File: src/rtl/fifo_rd_stream.sv
// Turns the async FIFO read port (rinc/rempty/rdata) into a valid/ready stream via a 3-deep prefetch queue.
// Latency: first beat valid two cycles after rempty falls; one beat per cycle sustained.
// Backpressure: m_ready low holds m_data; reads stop once queued+inflight reaches 3. Optional FIFO_RD_STREAM_CNT_EN adds m_count.
module fifo_rd_stream #(
    parameter int WIDTH     = 8,
    parameter int CNT_WIDTH = 16
) (
    input  logic                 rclk,
    input  logic                 rrstn,
    input  logic                 fifo_rempty,
    input  logic [WIDTH-1:0]     fifo_rdata,
    output logic                 fifo_rinc,
    output logic                 m_valid,
    input  logic                 m_ready,
    output logic [WIDTH-1:0]     m_data
`ifdef FIFO_RD_STREAM_CNT_EN
    ,
    output logic [CNT_WIDTH-1:0] m_count
`endif
);

    logic [WIDTH-1:0] queue [3];
    logic [1:0]       head;
    logic [1:0]       tail;
    logic [1:0]       occ;
    logic             inflight;
    logic             pop;
    logic [2:0]       pending;

    function automatic logic [1:0] ptr_inc(input logic [1:0] p);
        return (p == 2'd2) ? 2'd0 : p + 2'd1;
    endfunction

    assign pending = {1'b0, occ} + {2'b00, inflight};

    // Gating with rrstn keeps the read request quiet while the FIFO itself is held in reset.
    assign fifo_rinc = rrstn & ~fifo_rempty & (pending < 3'd3);

    assign m_valid = (occ != 2'd0);
    assign m_data  = queue[head];
    assign pop     = m_valid & m_ready;

    always_ff @(posedge rclk or negedge rrstn) begin
        if (!rrstn) begin
            head     <= 2'd0;
            tail     <= 2'd0;
            occ      <= 2'd0;
            inflight <= 1'b0;
            for (int i = 0; i < 3; i++) begin
                queue[i] <= '0;
            end
        end else begin
            inflight <= fifo_rinc;
            if (inflight) begin
                queue[tail] <= fifo_rdata;
                tail        <= ptr_inc(tail);
            end
            if (pop) begin
                head <= ptr_inc(head);
            end
            occ <= occ + {1'b0, inflight} - {1'b0, pop};
        end
    end

`ifdef FIFO_RD_STREAM_CNT_EN
    always_ff @(posedge rclk or negedge rrstn) begin
        if (!rrstn) begin
            m_count <= '0;
        end else if (pop) begin
            m_count <= m_count + 1'b1;
        end
    end
`endif

endmodule

File: config.mk
export PLATFORM = sky130hd
export DESIGN_NAME = fifo_rd_stream
export DESIGN_NICKNAME = d
export VERILOG_FILES = /design/src/rtl/fifo_rd_stream.sv
export SDC_FILE = /design/constraint.sdc
export NUM_CORES = 1
export LEC_CHECK = 0
export BUFFER_PORTS_ARGS = -buffer_cell sky130_fd_sc_hd__buf_2
export CORE_MARGIN = 1.5
export CORE_UTILIZATION = 58
export CTS_BUF_LIST = sky130_fd_sc_hd__clkbuf_2 sky130_fd_sc_hd__clkbuf_4 sky130_fd_sc_hd__clkbuf_8
export DETAILED_ROUTE_END_ITERATION = 8
export PLACE_DENSITY = 0.81
export REMOVE_ABC_BUFFERS = 1
export SKIP_CTS_REPAIR_TIMING = 1
export SYNTH_ARGS = -nofsm -noshare
export SYNTH_HDL_FRONTEND = slang
export SYNTH_SLANG_ARGS = --single-unit
File: constraint.sdc
create_clock -name rclk -period 1.8 [get_ports rclk]
set_input_delay 0.18 -clock rclk [delete_from_list [all_inputs] [get_ports rclk]]
set_output_delay 0.18 -clock rclk [all_outputs]
set_load 0.005 [all_outputs]
==> flow_metrics.tcl <==
set metrics [dict create \
    worst_slew_pin_slew_ps 470 \
    synth-seq-area-share 0.553 \
    post-route-util 0.754 \
    htreeDepth 2 \
    critPathRequiredTime_ps 1620 \
    max_slew_margin 0.686 \
    insertedDiodeCount 0 \
    final.fill_count 164 \
    global_route.usage.met3 0.0600 \
    path_max_fanout 3 \
    timing.critical_path.arrival_ps 1620 \
    route.detailed.drc 0 \
    floorplan.rows 17 \
    layout_setup_ws_ps -1.09 \
    ys_types 18 \
    first_pass_grt_wire_length_um 4340 \
    register_area_sq_um 776 \
    p_leak_nw 0.789 \
    grt_antenna_before_repair 0 \
    detailedRoute.firstPassIterationCount 4 \
    gr-max-usage-layer "met2" \
    finalNetCount 149 \
    cap_viol_max_count 0 \
    design.portCount 22 \
    gr-total-overflow 0 \
    synthToLayoutAreaGrowth_pct 21.0 \
    detailroute.via_count 902 \
    final_layout_size_suffix_gt1_frac 0.519 \
    gr-usage-met2 0.373 \
    critical_path.max_stage_delay_ps 410 \
    use_met1 0.289 \
    endpoint_kind "output pin" \
    postSynthCellCount 98 \
    finalCritPeriodShare 1.00 \
    power.ir.vdd_worst_mv 1.24 \
    final_max_slew_viol_count 0 \
    detail_route.iter0.violations 4 \
    cts_root_buffer "sky130_fd_sc_hd__clkbuf_4" \
    finalClockSkew_ps 15.1 \
    path_clk_slew_ps 100 \
    slowest_stage "sky130_fd_sc_hd__dfrtp_1" \
    mostFrequentLayoutCells "sky130_fd_sc_hd__dfrtp_1 (31), sky130_fd_sc_hd__mux2_2 (26), sky130_fd_sc_hd__buf_2 (21), sky130_fd_sc_hd__buf_4 (9)" \
    setup.worst_path.start_class "flop" \
    achievable-frequency_mhz 555 \
    setup_viol_count_final 1 \
    post-dp-hpwl_um 1860 \
    fp.dieH_um 52.2 \
    synth-main-ff-cell "sky130_fd_sc_hd__dfrtp_1" \
    number_of_global_route_vias_before_repair 917 \
    avg_cell_area_syn_sq_um 14.3 \
    design_power_total_mw 2.99 \
    worst-setup-path-type "flop to output pin" \
    timing.final.hold_violations 0 \
    postSynth.asyncResetShare 1.00 \
    path_buf_inv 1 \
    numCtsBuffers 5 \
    max-clock-path-buffers 2 \
    clock-sinks 31 \
    setup_tns_ps -1.09 \
    finalWorstPathRequiredPeriod_ps 1800 \
    postRouteAntennaNets 0 \
    unrepaired_setup_endpoints_after_global_routing "yes" \
    grt_usage 0.237 \
    synth_seq_cells 31 \
    power_density_mw_per_mm2 1760 \
    synth-edff-count 0 \
    final_common_cell "sky130_fd_sc_hd__dfrtp_1" \
    avgRoutedWirePerCell_um 17.0 \
    outcome "finished with violations" \
    violations_in_the_final_reports "setup timing" \
    portBuffers 21 \
    avgViaCountPerCell 5.60 \
    drt-total-wl_um 2740 \
    clock_insertion_delay_at_the_later_pin_of_the_skew_report_ps 340 \
    initial_utilization 0.623 \
    critPathTopFamily "adder cells" \
    die_w_um 52.2 \
    tritoncts "done" \
    core_sq_mm 0.00225 \
    cp_cell_sequence "ha_2, ha_4, a2111oi_4, buf_2" \
    gp_congestion 0.689 \
    multi_input_logic_area_sq_um 631 \
    die_area_sq_mm 0.00272 \
    worst_hold_path_type "primary input to flop" \
    ys.warnings.count 0 \
    largest_net_degree_at_the_start_of_global_routing 32 \
    post_synth_instance_area_sq_mm 0.00140 \
]
-- metal layers --
layer,share of wire,vias up
li1,-,429
met1,0.43,447
met2,0.51,19
met3,0.035,7
met4,0.026,0
met5,0,-
-- layout make-up --
type                    count  share of cell area
well taps                  28              0.0206
flip-flops and latches     31               0.457
inverters                   5              0.0110
clock buffers               6              0.0302
multi-input cells          59               0.371
clock inverters             1             0.00295
repair buffers             31               0.108
-- flip-flops by register name (all words and copies together), names as in the netlist --
register,flops
queue,24
head,2
occ,2
inflight,1
tail,2
-- synth_stat cells (2+ instances only) --
cell type / count / area (sq um)
sky130_fd_sc_hd__dfrtp_1: 31 / 776
sky130_fd_sc_hd__mux2_2: 26 / 293
sky130_fd_sc_hd__mux2i_1: 8 / 80.1
sky130_fd_sc_hd__o2bb2ai_1: 8 / 70.1
sky130_fd_sc_hd__inv_1: 5 / 18.8
sky130_fd_sc_hd__ha_1: 4 / 50.1
sky130_fd_sc_hd__clkbuf_1: 2 / 7.51
sky130_fd_sc_hd__nor2b_1: 2 / 12.5
sky130_fd_sc_hd__o21ai_0: 2 / 10.0
sky130_fd_sc_hd__xnor2_1: 2 / 17.5
-- worst paths after layout --
kind	from	to	slack [ps]	cells after the start
setup reg to reg	occ[1]$_DFF_PN0_	occ[1]$_DFF_PN0_	130	7
hold / removal	fifo_rempty	inflight$_DFF_PN0_	10	2
min in group asynchronous	rrstn	occ[1]$_DFF_PN0_	380	3
hold reg to reg	queue[20]$_DFFE_PN0P_	queue[20]$_DFFE_PN0P_	520	1
setup / recovery	occ[0]$_DFF_PN0_	fifo_rinc	-1	4
max in group asynchronous	rrstn	queue[22]$_DFFE_PN0P_	1130	3
-- where the power goes --
| group | leakage, nW | total, mW | internal [mW] | switching, mW |
|---|---|---|---|---|
| logic | 0.386 | 1.29 | 0.763 | 0.522 |
| clock network | 0.0341 | 0.412 | 0.181 | 0.232 |
| registers | 0.368 | 1.29 | 1.05 | 0.246 |
| total | 0.789 | 2.99 | 1.99 | 1.00 |
-- kinds of logic after synthesis --
logic type	count (synthesis)	synth area share
AOI/OAI and AO/OA	12	0.0686
xor gates and xnor gates	2	0.0125
adders and majority gates	4	0.0357
buffers and inverters	8	0.0223
DFF	31	0.553
muxes	34	0.266
and+or+nand+nor	7	0.0428
-- worst register-to-register path, cell delays in order, from the launching register on --
cell                      delay [ps]
sky130_fd_sc_hd__dfrtp_1         450
sky130_fd_sc_hd__o21ai_0         240
sky130_fd_sc_hd__inv_1            80
sky130_fd_sc_hd__ha_1            270
sky130_fd_sc_hd__inv_1            40
sky130_fd_sc_hd__ha_1            180
sky130_fd_sc_hd__xnor2_1         190
sky130_fd_sc_hd__xnor2_1         150
-- stage by stage --
stage	area (sq um)	std cells	hold slack, ps	setup WS, ps
6_report	1700	161	13.4	-1.09
5_1_grt	1700	161	7.41	-69.9
4_1_cts	1650	159	-135	-291
3_5_place_dp	1590	152	230	85.4
3_3_place_gp	1590	152	221	120
2_1_floorplan	1390	95	-116	199
(Power assumes the default switching activity.)
